<file path="src/rtl/usb_tx_pkg.sv">
// usb_tx_pkg
//   Shared definitions for the USB low/full-speed transmit encoder:
//   FSM state encoding, SYNC pattern, bit-stuffing limit, EOP length and
//   the NRZI line-state helper.
package usb_tx_pkg;

  typedef enum logic [2:0] {
    IDLE,
    SYNC,
    DATA,
    STUFF,
    EOP_SE0,
    EOP_J
  } tx_state_t;

  localparam logic [7:0] SYNC_BYTE    = 8'h80;
  localparam int         STUFF_LIMIT  = 6;
  localparam int         EOP_SE0_BITS = 2;

  // NRZI: a logical 0 flips the line between J and K, a logical 1 holds it.
  // line_j = 1 means the line is in the J state.
  function automatic logic nrzi_next(input logic line_j, input logic data_bit);
    return data_bit ? line_j : ~line_j;
  endfunction

endpackage

</file>
<file path="src/rtl/flex_counter.sv">
// flex_counter
//   Free-running period counter. Counts 0 .. rollover_val-1 while enabled and
//   flags the final cycle of every period so a consumer can act on the edge
//   that ends it.
// Ports:
//   clk           - clock, rising edge
//   n_rst         - asynchronous active-low reset
//   clear         - synchronous restart of the period (priority over enable)
//   count_enable  - advance the counter this cycle
//   rollover_val  - period length in cycles (must be >= 1)
//   rollover_flag - high in the last cycle of each period while enabled
module flex_counter #(
  parameter int NUM_CNT_BITS = 4
) (
  input  logic                    clk,
  input  logic                    n_rst,
  input  logic                    clear,
  input  logic                    count_enable,
  input  logic [NUM_CNT_BITS-1:0] rollover_val,
  output logic                    rollover_flag
);

  logic [NUM_CNT_BITS-1:0] count_reg;
  logic                    at_terminal;

  assign at_terminal = (count_reg == rollover_val - 1'b1);

  always_ff @(posedge clk or negedge n_rst) begin
    if (!n_rst) begin
      count_reg <= '0;
    end else if (clear) begin
      count_reg <= '0;
    end else if (count_enable) begin
      count_reg <= at_terminal ? '0 : count_reg + 1'b1;
    end
  end

  assign rollover_flag = count_enable && !clear && at_terminal;

endmodule

</file>
<file path="src/rtl/usb_tx_encoder.sv">
// usb_tx_encoder
//   Serialises a packet of bytes onto the USB D+/D- pair: internally
//   generated SYNC, LSB-first payload with bit stuffing, NRZI encoding and
//   an SE0 SE0 J end-of-packet.
// Ports:
//   clk        - clock, rising edge
//   n_rst      - asynchronous active-low reset
//   tx_start   - begin a packet (honoured only in IDLE together with tx_valid)
//   tx_data    - payload byte, sent LSB first
//   tx_valid   - tx_data/tx_last hold a valid byte
//   tx_last    - the byte on tx_data is the final one of the packet
//   tx_ready   - the byte on tx_data/tx_last is consumed on this cycle's edge
//   dplus_out  - D+ drive
//   dminus_out - D- drive
//   tx_busy    - high whenever a packet is in progress
//   tx_done    - one-cycle pulse on return to IDLE after a normal EOP
//   tx_err     - one-cycle pulse when the next byte was not available
module usb_tx_encoder
  import usb_tx_pkg::*;
#(
  parameter int CLKS_PER_BIT = 8
) (
  input  logic       clk,
  input  logic       n_rst,
  input  logic       tx_start,
  input  logic [7:0] tx_data,
  input  logic       tx_valid,
  input  logic       tx_last,
  output logic       tx_ready,
  output logic       dplus_out,
  output logic       dminus_out,
  output logic       tx_busy,
  output logic       tx_done,
  output logic       tx_err
);

  localparam int                CNT_W    = $clog2(CLKS_PER_BIT + 1);
  localparam logic [CNT_W-1:0]  ROLLOVER = CNT_W'(CLKS_PER_BIT);

  tx_state_t  state_reg;
  logic [7:0] shift_reg;
  logic [2:0] bit_cnt_reg;
  logic [2:0] ones_cnt_reg;
  logic       line_j_reg;
  logic       last_reg;
  logic       eop_pending_reg;
  logic       abort_reg;
  logic       dplus_reg;
  logic       dminus_reg;
  logic       tx_done_reg;
  logic       tx_err_reg;

  logic       start_accept;
  logic       bit_strobe;
  logic       byte_end;
  logic       pkt_end;
  logic       load_slot;
  logic       stuff_due;
  logic       tx_bit;
  logic       line_next;
  logic [2:0] ones_next;

  assign start_accept = (state_reg == IDLE) && tx_start && tx_valid;

  flex_counter #(
    .NUM_CNT_BITS(CNT_W)
  ) u_bit_timer (
    .clk          (clk),
    .n_rst        (n_rst),
    .clear        (start_accept),
    .count_enable (state_reg != IDLE),
    .rollover_val (ROLLOVER),
    .rollover_flag(bit_strobe)
  );

  // The bit now on the line is shift_reg[0]; bit_cnt_reg is its index.
  // The SYNC pattern travels through the same shift register as payload.
  always_comb begin
    byte_end  = (bit_cnt_reg == 3'd7);
    pkt_end   = byte_end && (state_reg == DATA) && last_reg;
    load_slot = bit_strobe && byte_end &&
                ((state_reg == SYNC) || ((state_reg == DATA) && !last_reg));
    // ones_cnt_reg already includes the bit that is just finishing.
    stuff_due = (ones_cnt_reg == 3'(STUFF_LIMIT));

    // Value of the next non-stuffed bit to put on the line.
    tx_bit = 1'b0;
    case (state_reg)
      IDLE:    tx_bit = SYNC_BYTE[0];
      STUFF:   tx_bit = shift_reg[0];   // pending bit, data did not move
      default: tx_bit = byte_end ? tx_data[0] : shift_reg[1];
    endcase

    line_next = nrzi_next(line_j_reg, tx_bit);
    ones_next = tx_bit ? ones_cnt_reg + 3'd1 : 3'd0;
  end

  always_ff @(posedge clk or negedge n_rst) begin
    if (!n_rst) begin
      state_reg       <= IDLE;
      shift_reg       <= '0;
      bit_cnt_reg     <= '0;
      ones_cnt_reg    <= '0;
      line_j_reg      <= 1'b1;
      last_reg        <= 1'b0;
      eop_pending_reg <= 1'b0;
      abort_reg       <= 1'b0;
      dplus_reg       <= 1'b1;
      dminus_reg      <= 1'b0;
      tx_done_reg     <= 1'b0;
      tx_err_reg      <= 1'b0;
    end else begin
      tx_done_reg <= 1'b0;
      tx_err_reg  <= 1'b0;

      case (state_reg)
        IDLE: begin
          dplus_reg  <= 1'b1;
          dminus_reg <= 1'b0;
          line_j_reg <= 1'b1;
          if (start_accept) begin
            state_reg       <= SYNC;
            shift_reg       <= SYNC_BYTE;
            bit_cnt_reg     <= '0;
            last_reg        <= 1'b0;
            eop_pending_reg <= 1'b0;
            abort_reg       <= 1'b0;
            ones_cnt_reg    <= ones_next;
            line_j_reg      <= line_next;
            dplus_reg       <= line_next;
            dminus_reg      <= ~line_next;
          end
        end

        SYNC, DATA: begin
          if (bit_strobe) begin
            if (load_slot && !tx_valid) begin
              // Underrun: the packet is cut short with an immediate EOP.
              tx_err_reg  <= 1'b1;
              abort_reg   <= 1'b1;
              state_reg   <= EOP_SE0;
              bit_cnt_reg <= '0;
              dplus_reg   <= 1'b0;
              dminus_reg  <= 1'b0;
            end else begin
              if (byte_end) begin
                bit_cnt_reg <= '0;
                if (!pkt_end) begin
                  shift_reg <= tx_data;
                  last_reg  <= tx_last;
                end
              end else begin
                shift_reg   <= shift_reg >> 1;
                bit_cnt_reg <= bit_cnt_reg + 3'd1;
              end

              if (stuff_due) begin
                // Stuffed zero goes out before the next bit (or the EOP).
                state_reg       <= STUFF;
                eop_pending_reg <= pkt_end;
                ones_cnt_reg    <= '0;
                line_j_reg      <= ~line_j_reg;
                dplus_reg       <= ~line_j_reg;
                dminus_reg      <= line_j_reg;
              end else if (pkt_end) begin
                state_reg  <= EOP_SE0;
                dplus_reg  <= 1'b0;
                dminus_reg <= 1'b0;
              end else begin
                state_reg    <= DATA;
                ones_cnt_reg <= ones_next;
                line_j_reg   <= line_next;
                dplus_reg    <= line_next;
                dminus_reg   <= ~line_next;
              end
            end
          end
        end

        STUFF: begin
          if (bit_strobe) begin
            if (eop_pending_reg) begin
              state_reg   <= EOP_SE0;
              bit_cnt_reg <= '0;
              dplus_reg   <= 1'b0;
              dminus_reg  <= 1'b0;
            end else begin
              state_reg    <= DATA;
              ones_cnt_reg <= ones_next;
              line_j_reg   <= line_next;
              dplus_reg    <= line_next;
              dminus_reg   <= ~line_next;
            end
          end
        end

        EOP_SE0: begin
          dplus_reg  <= 1'b0;
          dminus_reg <= 1'b0;
          if (bit_strobe) begin
            if (bit_cnt_reg == 3'(EOP_SE0_BITS - 1)) begin
              state_reg  <= EOP_J;
              dplus_reg  <= 1'b1;
              dminus_reg <= 1'b0;
            end else begin
              bit_cnt_reg <= bit_cnt_reg + 3'd1;
            end
          end
        end

        EOP_J: begin
          dplus_reg  <= 1'b1;
          dminus_reg <= 1'b0;
          if (bit_strobe) begin
            state_reg    <= IDLE;
            tx_done_reg  <= !abort_reg;
            bit_cnt_reg  <= '0;
            ones_cnt_reg <= '0;
            line_j_reg   <= 1'b1;
          end
        end

        default: begin
          state_reg  <= IDLE;
          dplus_reg  <= 1'b1;
          dminus_reg <= 1'b0;
        end
      endcase
    end
  end

  // The consume handshake has to coincide with the loading edge, so it is
  // decoded from registered state rather than registered itself.
  assign tx_ready   = load_slot && tx_valid;
  assign tx_busy    = (state_reg != IDLE);
  assign dplus_out  = dplus_reg;
  assign dminus_out = dminus_reg;
  assign tx_done    = tx_done_reg;
  assign tx_err     = tx_err_reg;

endmodule

</file>
<file path="config.mk">
export PLATFORM = sky130hd
export DESIGN_NAME = usb_tx_encoder
export DESIGN_NICKNAME = d
export VERILOG_FILES = /design/src/rtl/usb_tx_pkg.sv /design/src/rtl/flex_counter.sv /design/src/rtl/usb_tx_encoder.sv
export SDC_FILE = /design/constraint.sdc
export NUM_CORES = 1
export LEC_CHECK = 0
export ABC_AREA = 1
export CAP_MARGIN = 20
export CORE_UTILIZATION = 55
export DETAILED_ROUTE_END_ITERATION = 7
export PLACE_DENSITY = 0.78
export SKIP_CTS_REPAIR_TIMING = 1
export SLEW_MARGIN = 20
export SYNTH_ARGS = -nofsm -noshare
export SYNTH_HDL_FRONTEND = slang
export SYNTH_SLANG_ARGS = --single-unit
</file>
<file path="constraint.sdc">
create_clock -name clk -period 2.2 [get_ports clk]
set_input_delay 0.44 -clock clk [delete_from_list [all_inputs] [get_ports clk]]
set_output_delay 0.44 -clock clk [all_outputs]
set_load 0.02 [all_outputs]
</file>
**After elaboration in Yosys (flattened, before gate mapping)**

Cells that the tools add are included.

- Bits in registers: 29
- Input port bits: 13

- Add/subtract/negate cells: 3
- Equality and inequality tests: 25
- Muxes and demuxes: 85
- Bitwise operators: 2
- Reductions and logical operators: 32

Operators by type and width:

| kind | count |
|---|---|
| 2-to-1 mux 3 bit | 26 |
| 2-to-1 mux 1 bit | 40 |
| 2-to-1 mux 8 bit | 5 |
| case mux 3 bit (5 select lines) | 2 |
| != test 2 bit, second input constant | 13 |
| case mux 8 bit (2 select lines) | 1 |
| AND reduction 8 bit | 2 |
| == test 3 bit, second input constant | 4 |
| 2-to-1 mux 4 bit | 3 |
| case mux 3 bit (4 select lines) | 1 |
| AND reduction 6 bit | 2 |
| logical AND 1 bit | 11 |
| AND reduction 5 bit | 2 |
| case mux 1 bit (2 select lines) | 4 |
| case mux 1 bit (4 select lines) | 2 |
| AND reduction 7 bit | 1 |
| adder 3 x 1 -> 3 bit, second input constant | 2 |
| == test 3 x 1 -> 1 bit, second input constant | 2 |
| == test 3 x 2 -> 1 bit, second input constant | 2 |
| != test 3 bit, second input constant | 2 |
| nonzero test 5 bit | 1 |
| adder 4 x 1 -> 4 bit, second input constant | 1 |
| == test 4 x 3 -> 1 bit, second input constant | 1 |
| logical NOT 1 bit | 4 |
| 11 further kinds | 13 |

**Depth between registers and ports, before layout**

Gate-level depths: netlist of the first run.

- Depth after elaboration: 12
- Mapped depth: 15

**Hierarchy**

Synthesis of the first run repeated with hierarchy kept, for this count alone.

- Cell total of the unflattened synthesis: 296
- Area total of the unflattened synthesis: 2085.8 µm²

Modules (own cells, without submodules):

| module | instances | cells each | area an instance (µm²) | sequential area each (µm²) |
|---|---|---|---|---|
| usb_tx_encoder | 1 | 239 | 1735.4 | 628.1 |
| flex_counter | 1 | 57 | 350.3 | 100.1 |

**Worst setup path before layout of the first run**

Ideal clock, no wire load.

- Path type: register to register
- Start: register bit_cnt_reg[0]
- End: register dplus_reg, in the netlist dplus_out
- Setup time: 67 ps
- Arrival: 1700 ps
- Data required time: 2133 ps
- Path slack: 433 ps
- Stages on the path, launching flop included: 14
- Buffers on the path: 0
- Cells stage by stage: dfrtp_1 ha_1 ha_1 inv_1 nand2_1 nand2_1 nand3_1 nand2_1 nand2_1 nand3_1 nand2_1 nor2_1 nor2_1 nor2_1

- Cells in the longest elaborated chain, start to end: 9
- Elaborated cells between the ends (all ways): 20
- Those cells by class: eq/ne (2); mux (13); reduce/logical (5)

RTL lines:

| what | line | text |
|---|---|---|
| start: declaration | usb_tx_encoder.sv:42 | `logic [2:0] bit_cnt_reg;` |
| start signal: assignment | usb_tx_encoder.sv:154 | `bit_cnt_reg <= bit_cnt_reg + 3'd1;` |
| start signal: assignment | usb_tx_encoder.sv:206 | `bit_cnt_reg <= bit_cnt_reg + 3'd1;` |
| == test 3 bit | usb_tx_encoder.sv:79 | `byte_end = (bit_cnt_reg == 3'd7);` |
| 2-to-1 mux 1 bit | usb_tx_encoder.sv:91 | `default: tx_bit = byte_end ? tx_data[0] : shift_reg[1];` |
| case mux 1 bit (2 select lines) | usb_tx_encoder.sv:88 | `case (state_reg)` |
| 2-to-1 mux 1 bit | usb_tx_pkg.sv:23 | `return data_bit ? line_j : ~line_j;` |
| 2-to-1 mux 1 bit | usb_tx_encoder.sv:165 | `end else if (pkt_end) begin` |
| 2-to-1 mux 1 bit | usb_tx_encoder.sv:157 | `if (stuff_due) begin` |
| 2-to-1 mux 1 bit | usb_tx_encoder.sv:137 | `if (load_slot && !tx_valid) begin` |
| 2-to-1 mux 1 bit | usb_tx_encoder.sv:136 | `if (bit_strobe) begin` |
| case mux 1 bit (4 select lines) * | usb_tx_encoder.sv:116 | `case (state_reg)` |
| end signal: assignment | usb_tx_encoder.sv:130 | `dplus_reg <= line_next;` |
| end signal: assignment | usb_tx_encoder.sv:163 | `dplus_reg <= ~line_j_reg;` |
| end signal: assignment | usb_tx_encoder.sv:173 | `dplus_reg <= line_next;` |
| end: declaration | usb_tx_encoder.sv:48 | `logic dplus_reg;` |

Mark *: on every way between the ends. The rest lies on a longest branch, timed or not. The select of a mux whose other input is x is not followed.
A chain may end at the register's enable or synchronous reset.

**Worst setup path after layout of the first run**

- Start: register u_bit_timer.count_reg[1]
- End: output tx_ready

- Cells in the longest elaborated chain, start to end: 5

RTL lines:

| what | line | text |
|---|---|---|
| start: declaration | flex_counter.sv:23 | `logic [NUM_CNT_BITS-1:0] count_reg;` |
| start signal: assignment | flex_counter.sv:34 | `count_reg <= at_terminal ? '0 : count_reg + 1'b1;` |
| == test 4 x 3 -> 1 bit | flex_counter.sv:26 | `assign at_terminal = (count_reg == rollover_val - 1'b1);` |
| logical AND 1 bit | flex_counter.sv:38 | `assign rollover_flag = count_enable && !clear && at_terminal;` |
| logical AND 1 bit (2 in a row) | usb_tx_encoder.sv:81 | `load_slot = bit_strobe && byte_end &&` |
| logical AND 1 bit | usb_tx_encoder.sv:234 | `assign tx_ready = load_slot && tx_valid;` |
| end: declaration | usb_tx_encoder.sv:29 | `output logic tx_ready,` |

Every way passes these cells.

==> metrics.cfg, run 1 <==
[finish]
drive_above_1_share_pct = 15.8
largest_register_ffs = 8
fill_cells = 297
final_util_pct = 70.3
antennaDiodeCount = 0
fin_nets = 296
area_delta_synth_final_pct = 18.8

[worst_setup_path]
r2r-end = dminus_out$_DFFE_PN0N_
r2r_start = bit_cnt_reg[0]$_DFFE_PN0P_
endpoint_kind = primary output
cp.required_ns = 1.76
r2r_cells = 13
cp_top_family = simple AND/OR/NAND/NOR gates
critPathKind = flip-flop to primary output
cpPeakStageDelay_ns = 0.38
cp_max_fo = 3
cpMostUsedCell = nand2_1
path_cells = ha_1, nand2_1, nor2_2, nand2_4, nor2_4, nand2_1, nor2_1, clkbuf_2
cp.buffers_inverters = 1
arrival_ns = 1.62
reg2reg_slack_ns = 0.17
crit_slowest_cell = dfrtp_1
startpoint_type = flip-flop

[power]
p_leak_uw = 0.00109
power_density_nw_per_um2 = 1220
ir_drop_uv = 681

[sta]
period_share_pct = 93.8
min_period_ns = 2.06
hold_viol = 0
hold_slack_ns = 0.451
slew_headroom_pct = 67.9
tightestPinTransition_ns = 0.480
setup_viol = 0
final-max-slew-violation-count = 0
fin_skew_ns = 0.0129
grt_setup_unrepaired = false
fmax_mhz = 484
setup_slack_ns = 0.136

[grt]
antenna_found_initial = 0
grt_pass1_wl_um = 6600
grt_max_degree = 30
grt_overflow = 0
grtUsageTotal_pct = 25.2
grt_pass1_vias = 1494

[route]
dr.pass1.iters = 5
wl_per_cell_um = 12.1
vias_per_cell = 5.22
drc = 0
antenna_left = 0
drtIter0Drc = 125
wl_um = 3900
num_vias = 1680

[synthesis]
synth_area_leaders = dfrtp_1, nand2_1, nor2_1
synth_edf_count = 0
postSynthCellCount = 245
synth_top_area_share_pct = 36.8
synth-seq-cells = 29
synthTopCellsByCount = nand2_1, dfrtp_1, nor2_1, inv_1, nand3_1
post-synth-top-count-cell = nand2_1
yosysTopAreaCell = dfrtp_1
ys_seq_area_share_pct = 39.6
synth-warning-count = 0
synth_area_um2 = 1840
synthFlopType = dfrtp_1
ys_async_sr_fraction_pct = 100
syn-num-nets = 264
synth.avg_cell_area_um2 = 7.50
synth.distinct_cells = 28

[clock_tree]
h-tree-depth = 2
cts-root-buf = clkbuf_4
clkSinkCount = 29
clockBufferDepth = 2
cts_tree = yes
cts-buffers-inserted = 5
clock_latency_ns = 0.34
clkTransAtPathRegs_ns = 0.09

[run]
maxCapViolations = 0

[min_path]
hold_path_class = flip-flop to flip-flop
hold_path.startpoint = abort_reg$_DFFE_PN0P_
worstHoldEndpoint = tx_done$_DFF_PN0_
whs_path_depth = 1

[die]
initial_utilization_pct = 59.2
die_w_um = 59.8
die_y_um = 59.8
die_area_um2 = 3570
core_area_um2 = 3100
io_pins = 19
num_rows = 20

[placement]
place.gp.congestion = 0.935
place_hpwl_um = 3040
dpl_worst_slack_ns = -0.00365
portBuffers = 18

[outcome]
status = finished, final reports clean

-- layout by cell type (no fill, tap or decap), types with 2 or more instances in the layout --
cell type	count
a21oi_1	6
a22oi_1	6
buf_4	9
clkbuf_1	2
clkbuf_4	5
clkdlybuf4s50_1	16
dfrtp_1	26
dfstp_2	2
ha_1	6
inv_1	25
inv_2	5
nand2_1	67
nand2_2	4
nand2_4	3
nand3_1	16
nand3_2	2
nand3_4	2
nor2_1	26
nor2_2	3
nor2_4	3
nor3_1	2
o21a_1	2
o21ai_0	14
o21ai_1	11
o21ai_2	3
o22ai_1	2
xor2_1	2
-- worst max path at each step --
stage                                    startpoint                     to  slack [ns]  depth (start not counted)
6_report       u_bit_timer.count_reg[1]$_DFFE_PN0N_               tx_ready        0.14                          8
4_1_cts        u_bit_timer.count_reg[1]$_DFFE_PN0N_               tx_ready       -0.35                          8
5_1_grt                  bit_cnt_reg[0]$_DFFE_PN0P_  dplus_out$_DFFE_PN1N_      0.0004                         14
3_3_place_gp                               tx_valid               tx_ready       0.004                          4
2_1_floorplan            bit_cnt_reg[0]$_DFFE_PN0P_  dplus_out$_DFFE_PN1N_        0.43                         13
3_5_place_dp                               tx_valid               tx_ready      -0.004                          4
-- where the power goes --
| group | internal, uW | switching, uW | total, uW | leakage, uW |
|---|---|---|---|---|
| registers | 693 | 129 | 821 | 0.000381 |
| logic | 536 | 967 | 1500 | 0.000681 |
| clock network | 157 | 177 | 335 | 0.0000326 |
-- layer usage --
| metal | share of wire (%) | GRT usage [%] | routed length (um) | up-vias |
|---|---|---|---|---|
| li1 | - | - | - | 873 |
| met1 | 49 | 34.4 | 1910 | 763 |
| met2 | 44 | 37.9 | 1720 | 37 |
| met3 | 5.3 | 5.19 | 208 | 7 |
| met4 | 1.5 | 12.3 | 58 | 0 |
| met5 | 0 | 0 | 0 | - |
-- area by class of cell --
type	instances	area [um2]	area share, %
flip-flops and latches	29	729	33.4
multi-input cells	184	981	45.0
well taps	44	55.1	2.52
inverters	30	113	5.16
clock buffers	8	58.8	2.69
repair buffers	27	245	11.2
-- stage by stage --
stage	total power (uW)	cell area, um2	cells	setup TNS (ns)
after floorplan	1910	1840	245	0
after global placement	2280	2120	314	0
after detailed placement	2310	2120	314	-0.00365
after CTS	2650	2180	322	-0.495
after global routing	2890	2180	322	0
final	2660	2180	322	0
-- logic make-up after synthesis --
kind of cell	share of synthesized area, %
buf+inv	7.36
flops	39.6
compound gates	14.7
xor+xnor	0.954
simple gates	33.2
fa+ha+maj	4.09
No activity file was read; power rests on OpenSTA's default activity.
==> run 2, diff against run 1 <==
--- a/config.mk
+++ b/config.mk
@@ -7,6 +7,7 @@
 export LEC_CHECK = 0
 export ABC_AREA = 1
 export CAP_MARGIN = 20
+export CORE_MARGIN = 3
 export CORE_UTILIZATION = 55
 export DETAILED_ROUTE_END_ITERATION = 7
 export PLACE_DENSITY = 0.78
==> run 2 against run 1 <==
Against the previous run:
- worst setup slack improved by 0.022 ns
- critical path depth did not move
- power rose by 0.50%
- largest cell class unchanged
- routed wire length rose by 7.5%
- largest power group unchanged
- register-to-register slack improved by 0.03 ns
- count of clock-buffer cells in the layout did not move
==> metrics.cfg, run 2 (synthesis gave the netlist of run 1 again) <==
[grt]
grt_pass1_vias = 1542  ; +3.2%
grt_pass1_wl_um = 7130  ; +7.9%
grt_max_degree = 30  ; unchanged
grt_overflow = 0  ; unchanged
grtUsageTotal_pct = 22.8  ; -2.4 points
antenna_found_initial = 0  ; unchanged

[placement]
dpl_cell_area_um2 = 2120  ; +0.35%
portBuffers = 18  ; unchanged
place_hpwl_um = 3210  ; +5.6%
place.gp.congestion = 0.900  ; -3.7%

[sta]
tightestPinTransition_ns = 0.458  ; -0.0224 ns
period_share_pct = 92.8  ; -1.0 points
min_period_ns = 2.04  ; -0.0223 ns
setup_viol = 0  ; unchanged
slew_headroom_pct = 69.4  ; +1.5 points
fin_skew_ns = 0.0104  ; -0.00249 ns
final-max-slew-violation-count = 0  ; unchanged
fmax_mhz = 490  ; +1.1%
hold_viol = 0  ; unchanged

[finish]
mostFrequentLayoutCells = nand2_1, nor2_1, inv_1, dfrtp_1, clkdlybuf4s50_1
largest_register_ffs = 8  ; unchanged
fin_area_um2 = 2200  ; +0.97%
drive_above_1_share_pct = 17.6  ; +1.7 points
antennaDiodeCount = 0  ; unchanged
fin_nets = 297  ; +0.34%
area_delta_synth_final_pct = 20.0
layout_commonest_cell = nand2_1
final_util_pct = 70.4  ; +0.12 points

[clock_tree]
cts-buffers-inserted = 5  ; unchanged
clock_latency_ns = 0.34  ; about the same
h-tree-depth = 2  ; unchanged
clkSinkCount = 29  ; unchanged
clkTransAtPathRegs_ns = 0.10  ; about the same
cts_tree = yes
cts-root-buf = clkbuf_4
clockBufferDepth = 2  ; unchanged

[route]
vias_per_cell = 5.28  ; +1.2%
dr.pass1.iters = 4  ; -1
drtIter0Drc = 101  ; -19%
num_vias = 1705  ; +1.5%
drc = 0  ; unchanged
wl_um = 4190  ; +7.5%
wl_per_cell_um = 13.0  ; +7.2%
antenna_left = 0  ; unchanged

[worst_setup_path]
r2r_cells = 14  ; +1
cp_max_fo = 3  ; unchanged
cpMostUsedCell = nand2_1
arrival_ns = 1.60  ; -0.02 ns
endpoint_kind = primary output
path_cells = ha_1, nand2_1, nor2_2, nand2_4, nor2_4, nand2_1, nor2_1, clkbuf_2
r2r-end = dplus_out$_DFFE_PN1N_
critPathKind = flip-flop to primary output
cp_top_family = simple AND/OR/NAND/NOR gates
reg2reg_slack_ns = 0.20  ; +0.03 ns
startpoint_type = flip-flop
r2r_start = bit_cnt_reg[0]$_DFFE_PN0P_
cp.required_ns = 1.76  ; about the same
crit_slowest_cell = dfrtp_1
cp.buffers_inverters = 1  ; unchanged
cpPeakStageDelay_ns = 0.38  ; about the same

[die]
io_pins = 19  ; unchanged
die_area_um2 = 4070  ; +14%
die_w_um = 63.8  ; +6.7%
die_y_um = 63.8  ; +6.7%
core_area_um2 = 3130  ; +0.81%
initial_utilization_pct = 58.7  ; -0.47 points
num_rows = 20  ; unchanged

[min_path]
worstHoldEndpoint = tx_done$_DFF_PN0_
hold_path_class = flip-flop to flip-flop
whs_path_depth = 1  ; unchanged
hold_path.startpoint = abort_reg$_DFFE_PN0P_

[power]
power_density_nw_per_um2 = 1210  ; -0.47%
p_leak_uw = 0.00110  ; +0.24%
ir_drop_uv = 852  ; +25%

[outcome]
status = finished, final reports clean

[run]
maxCapViolations = 0  ; unchanged

-- run 2: cell types whose count changed in the layout (fill, tap and decap cells not counted), sizes merged --
| cell | change |
|---|---|
| buf | +1 |
-- run 2: area by class of cell --
class	instances	area [um2]
Timing Repair Buffer	28	253
Fill cell	260	925
Clock buffer	8	58.8
Tap cell	44	55.1
Multi-Input combinational cell	184	993
Inverter	30	113
Sequential cell	29	731
-- run 2: through the flow --
stage                     cells  setup slack (ns)  hold slack [ns]  total power [uW]  setup TNS (ns)
after detailed placement    315           -0.0143            0.439              2310         -0.0143
final                       323             0.158            0.450              2670               0
after global routing        323          -0.00631            0.473              2920        -0.00631
after CTS                   323            -0.324            0.453              2660          -0.452
after global placement      315          -0.00294            0.437              2290        -0.00294
after floorplan             245             0.433            0.144              1910               0
-- run 2: worst register-to-register path, cell delays in order (launching register included) --
cell and delay [ns]:
dfrtp_1 0.42, ha_1 0.21, ha_1 0.19, inv_1 0.11, buf_4 0.14, nand2_1 0.04
nand2_1 0.11, nand3_2 0.11, nand2_2 0.10, nand2_1 0.11, nand3_1 0.10, nand2_1 0.08
nor2_1 0.09, nor2_1 0.06, nor2_1 0.08
-- run 2: worst max path at each step --
| stage | start | to | slack, ns | cells past startpoint |
|---|---|---|---|---|
| after floorplan | bit_cnt_reg[0]$_DFFE_PN0P_ | dplus_out$_DFFE_PN1N_ | 0.43 | 13 |
| after global placement | tx_valid | tx_ready | -0.003 | 4 |
| after detailed placement | tx_valid | tx_ready | -0.01 | 4 |
| after CTS | u_bit_timer.count_reg[1]$_DFFE_PN0N_ | tx_ready | -0.32 | 8 |
| after global routing | u_bit_timer.count_reg[0]$_DFFE_PN0N_ | tx_ready | -0.006 | 8 |
| final | u_bit_timer.count_reg[1]$_DFFE_PN0N_ | tx_ready | 0.16 | 8 |
-- run 2: report_power, final --
part           leakage, uW  switching [uW]  internal [uW]
clock            0.0000326             188            157
sequential        0.000379             130            693
combinational     0.000685             966            537
-- run 2: metal layers --
| layer | wire length, um | track usage, % |
|---|---|---|
| met4 | 81 | 9.16 |
| met1 | 1980 | 30.0 |
| met5 | 0 | 0 |
| met3 | 204 | 6.68 |
| met2 | 1920 | 35.0 |
==> patch 1: new RTL, config.mk and constraints of run 2 <==
`CLKS_PER_BIT`: 8 -> 4.
--- a/src/rtl/usb_tx_encoder.sv
+++ b/src/rtl/usb_tx_encoder.sv
@@ -19,5 +19,5 @@
   import usb_tx_pkg::*;
 #(
-  parameter int CLKS_PER_BIT = 8
+  parameter int CLKS_PER_BIT = 4
 ) (
   input  logic       clk,
Function: changed (Yosys sat finds a counterexample within 10 cycles, from zero or initial values and one cycle with n_rst low).
==> patch 1 against run 2 <==
- synthesized area shrank 0.34%
- design area down 1.1%
- register-to-register slack improved by 70 ps
- critical path depth stayed put
- wire length down 5.8%
- clock power decreased by 24%
- sequential share of layout area fell by 0.77 points
- power increased by 2.2%
- core utilization fell by 0.24 points
- worst setup slack better by 34 ps
- sequential cell count shrank 1
==> patch 1: results <==
INSERT INTO impl_metrics (metric_group, metric, value, unit) VALUES
('detailed_routing', 'initialDrtViolationCount', '92', ''),
('power_and_ir_drop', 'power.density_cell_area', '1254', 'nW/um^2'),
('placement', 'dp.final_hpwl', '2.982', 'mm'),
('logic_synthesis', 'synthAdderAreaFrac', '0.04101', ''),
('layout', 'design.final.nets', '280', ''),
('logic_synthesis', 'syn-num-nets', '248', ''),
('clock_tree', 'cts.reportedPaths.clkPinSlew', '150', 'ps'),
('sta', 'max-slew-margin-rel', '0.7628', ''),
('logic_synthesis', 'post_synth_xor_area_fraction', '0.004785', ''),
('logic_synthesis', 'synthTopCellsByCount', '63 x nand2_1, 26 x dfrtp_1, 21 x inv_1, 20 x nor2_1, 16 x nand3_1', ''),
('power_and_ir_drop', 'netSwitchingFraction', '0.4885', ''),
('logic_synthesis', 'yosysUniqueCellTypes', '34', ''),
('run_status', 'outcome', 'complete, no violations', ''),
('global_routing', 'grt_pass1_vias', '1525', ''),
('logic_synthesis', 'synth_compound_area_frac', '0.1032', ''),
('global_routing', 'maximum_number_of_pins_on_one_net_before_global_route_repair', '29', ''),
('logic_synthesis', 'ys_top_cells_by_area', 'dfrtp_1 36%, nand2_1 13%, nand3_1 4.4%', ''),
('power_and_ir_drop', 'pwr.group.combinational', '1680', 'uW'),
('power_and_ir_drop', 'p_seq_frac', '0.288', ''),
('global_routing', 'grt_pass1_wl', '6.831', 'mm');
==> patch 1: kinds of logic (layout without fill, tap and decap cells) <==
group / Yosys count / count (layout)
xor gates and xnor gates: 1 / 1
and+or+nand+nor: 126 / 126
buffers and inverters: 29 / 60
adders and majority gates: 6 / 6
DFF: 28 / 28
AOI/OAI and AO/OA: 32 / 32
muxes: 7 / 7
==> patch 1: metrics by stage <==
step	hold slack, ps	cells	area [sq um]
floorplan	144.4	229	1831
finish	443.9	304	2178
detailed placement	434.5	297	2112
CTS	454.2	301	2148
global placement	428.7	297	2112
global route	472.9	304	2178
==> patch 1: worst paths after layout <==
kind,depth (start not counted),to,slack (ps)
min in group asynchronous,2,bit_cnt_reg[2],450
worst min register to register,1,tx_done,440
worst max register to register,10,ones_cnt_reg[0],270
worst min-delay path,1,tx_done,440
max in group asynchronous,2,line_j_reg,1440
worst max-delay path,8,tx_ready,190
==> patch 1: layer usage <==
layer / up-vias / track usage / part of all wire
li1: 809 / - / -
met3: 11 / 0.02674 / 0.039
met2: 46 / 0.3468 / 0.47
met1: 745 / 0.2891 / 0.47
met4: 0 / 0.07008 / 0.021
met5: - / 0 / 0
==> patch 1: worst max-delay path, cell delays in order (launching register included) <==
cell and delay [ps]:
dfrtp_1 390, ha_1 170, nand2_1 70, inv_1 110, nand2_4 80, nor2_4 100
nand2_1 60, nor2_1 80, clkbuf_2 170
==> patch 1: final cells by class <==
| class | instances | share of cell area |
|---|---|---|
| repair buffers | 31 | 0.1264 |
| flip-flops and latches | 28 | 0.3240 |
| multi-input cells | 172 | 0.4647 |
| well taps | 44 | 0.02527 |
| clock buffers | 4 | 0.01666 |
| inverters | 25 | 0.04308 |
==> patch 2: new RTL, flow settings as in run 2 <==
Made on the original files. Reset style: synchronous (`n_rst`), changed in 2 clocked blocks. Comments in the files are not updated.
--- a/src/rtl/flex_counter.sv
+++ b/src/rtl/flex_counter.sv
@@ -26,5 +26,5 @@
   assign at_terminal = (count_reg == rollover_val - 1'b1);
 
-  always_ff @(posedge clk or negedge n_rst) begin
+  always_ff @(posedge clk) begin
     if (!n_rst) begin
       count_reg <= '0;
--- a/src/rtl/usb_tx_encoder.sv
+++ b/src/rtl/usb_tx_encoder.sv
@@ -96,5 +96,5 @@
   end
 
-  always_ff @(posedge clk or negedge n_rst) begin
+  always_ff @(posedge clk) begin
     if (!n_rst) begin
       state_reg       <= IDLE;
Behaviour: differs if n_rst is asserted again (counterexample within 4 cycles, from zero or initial values and one cycle with n_rst low); with n_rst held inactive, the same outputs for 10 cycles.
==> patch 2 against run 2 <==
- worst setup slack worse by 10 ps
- power about the same
- fmax down 0.50%
- design area down 0.57%
- sequential cell count unchanged
- clock skew up 4.3 ps
- synthesized area up 0.95%
- wire length down 1.4%
- largest power group unchanged
==> patch 2: results <==
INSERT INTO impl_metrics (metric_group, metric, value, unit) VALUES
('logic_synthesis', 'syn-num-nets', '284', ''),
('global_routing', 'grt_pass1_wl', '7.210', 'mm'),
('worst_setup_path', 'setup.reg_to_reg.worst_slack', '260', 'ps'),
('layout', 'fillerInstances', '284', ''),
('logic_synthesis', 'synthArstFlopShare', '0', ''),
('global_routing', 'gr-usage-all-layers', '0.2234', ''),
('global_routing', 'antenna_found_initial', '0', ''),
('worst_setup_path', 'regToRegStartpoint', 'bit_cnt_reg[0]', ''),
('logic_synthesis', 'ys_seq_area_frac', '0.3131', ''),
('detailed_routing', 'initialDrtViolationCount', '103', ''),
('layout', 'design.final.nets', '316', ''),
('placement', 'dp.final_hpwl', '3.254', 'mm'),
('detailed_routing', 'vias', '1783', ''),
('power_and_ir_drop', 'vdd.ir_drop.worst', '0.6617', 'mV'),
('worst_setup_path', 'critPathLaunch', 'u_bit_timer.count_reg[1]', ''),
('sta', 'tightest_slew', '349.8', 'ps'),
('worst_setup_path', 'cp_slowest_cell', 'dfxtp_1', ''),
('global_routing', 'maximum_number_of_pins_on_one_net_before_global_route_repair', '17', ''),
('logic_synthesis', 'yosysUniqueCellTypes', '39', ''),
('layout', 'drive_above_1_share', '0.2148', ''),
('worst_setup_path', 'timing.critical_path.slowest_cell_delay', '360', 'ps'),
('run_status', 'outcome', 'complete, no violations', ''),
('sta', 'worst_clock_skew', '14.67', 'ps'),
('logic_synthesis', 'ys_top_cells_by_area', 'dfxtp_1 31%, nand2_1 13%, inv_1 6.3%', ''),
('logic_synthesis', 'ys_dominant_reg_cell', 'dfxtp_1', '');
[patch 2: cell types whose count changed after synthesis, sizes merged, moves of 7 or more]
| cell | run 2 | this run |
|---|---|---|
| dfrtp | 27 | 0 |
| dfxtp | 0 | 29 |
| a21oi | 6 | 21 |
| o21ai | 28 | 16 |
| nand3 | 20 | 13 |
| nor2 | 32 | 41 |
[patch 2: where the power goes]
group | leakage (uW) | switching (uW) | internal (uW)
logic | 0.000707 | 1020 | 570
registers | 0.000238 | 104 | 651
clock network | 0.0000310 | 201 | 120
[patch 2: layout make-up]
| class | instances | area, sq um | share of cell area |
|---|---|---|---|
| Clock inverter | 3 | 17.52 | 0.007995 |
| Clock buffer | 5 | 37.54 | 0.01713 |
| Multi-Input combinational cell | 193 | 1081 | 0.4934 |
| Inverter | 37 | 141.4 | 0.06453 |
| Timing Repair Buffer | 31 | 275.3 | 0.1256 |
| Sequential cell | 29 | 583.1 | 0.2661 |
| Tap cell | 44 | 55.05 | 0.02513 |
[patch 2: cell families (layout without fill, tap and decap cells)]
kind of cell / Yosys count / in the layout / share of synthesized area
buf+inv: 43 / 76 / 0.1039
flops: 29 / 29 / 0.3131
xor+xnor: 2 / 2 / 0.009448
simple gates: 136 / 136 / 0.3731
fa+ha+maj: 6 / 6 / 0.04048
compound gates: 49 / 49 / 0.1599
[patch 2: worst min path at each step]
| stage | from | end | slack (ps) | depth (start not counted) |
|---|---|---|---|---|
| 5_1_grt | abort_reg | tx_done | 450 | 1 |
| 3_5_place_dp | abort_reg | tx_done | 420 | 1 |
| 3_3_place_gp | abort_reg | tx_done | 410 | 1 |
| 4_1_cts | abort_reg | tx_done | 430 | 1 |
| 2_1_floorplan | abort_reg | tx_done | 400 | 1 |
| 6_report | abort_reg | tx_done | 430 | 1 |
[patch 2: metrics by stage]
step | cells | worst slack, ps | setup TNS, ps | hold slack (ps)
6_report | 342 | 147.9 | 0 | 427.8
5_1_grt | 342 | 24.37 | 0 | 451.5
4_1_cts | 342 | -319.5 | -425.4 | 433.0
2_1_floorplan | 265 | 446.3 | 0 | 398.4
3_3_place_gp | 334 | 46.30 | 0 | 410.0
3_5_place_dp | 334 | 51.92 | 0 | 417.8
[patch 2: worst register-to-register path: cells and delay by family (launching register included)]
kind            cells  cell delay [ps]
compound gates      1              150
fa+ha+maj           2              320
buf+inv             2              210
flops               1              390
simple gates        9              780
[patch 2: per-layer routing]
layer  GRT usage  wire [um]  vias to the layer above
met5           0          0                        -
met4     0.08625        100                        0
met3     0.05448        226                       12
met2      0.3600       1887                       56
met1      0.2856       1917                      797
li1            -          -                      918
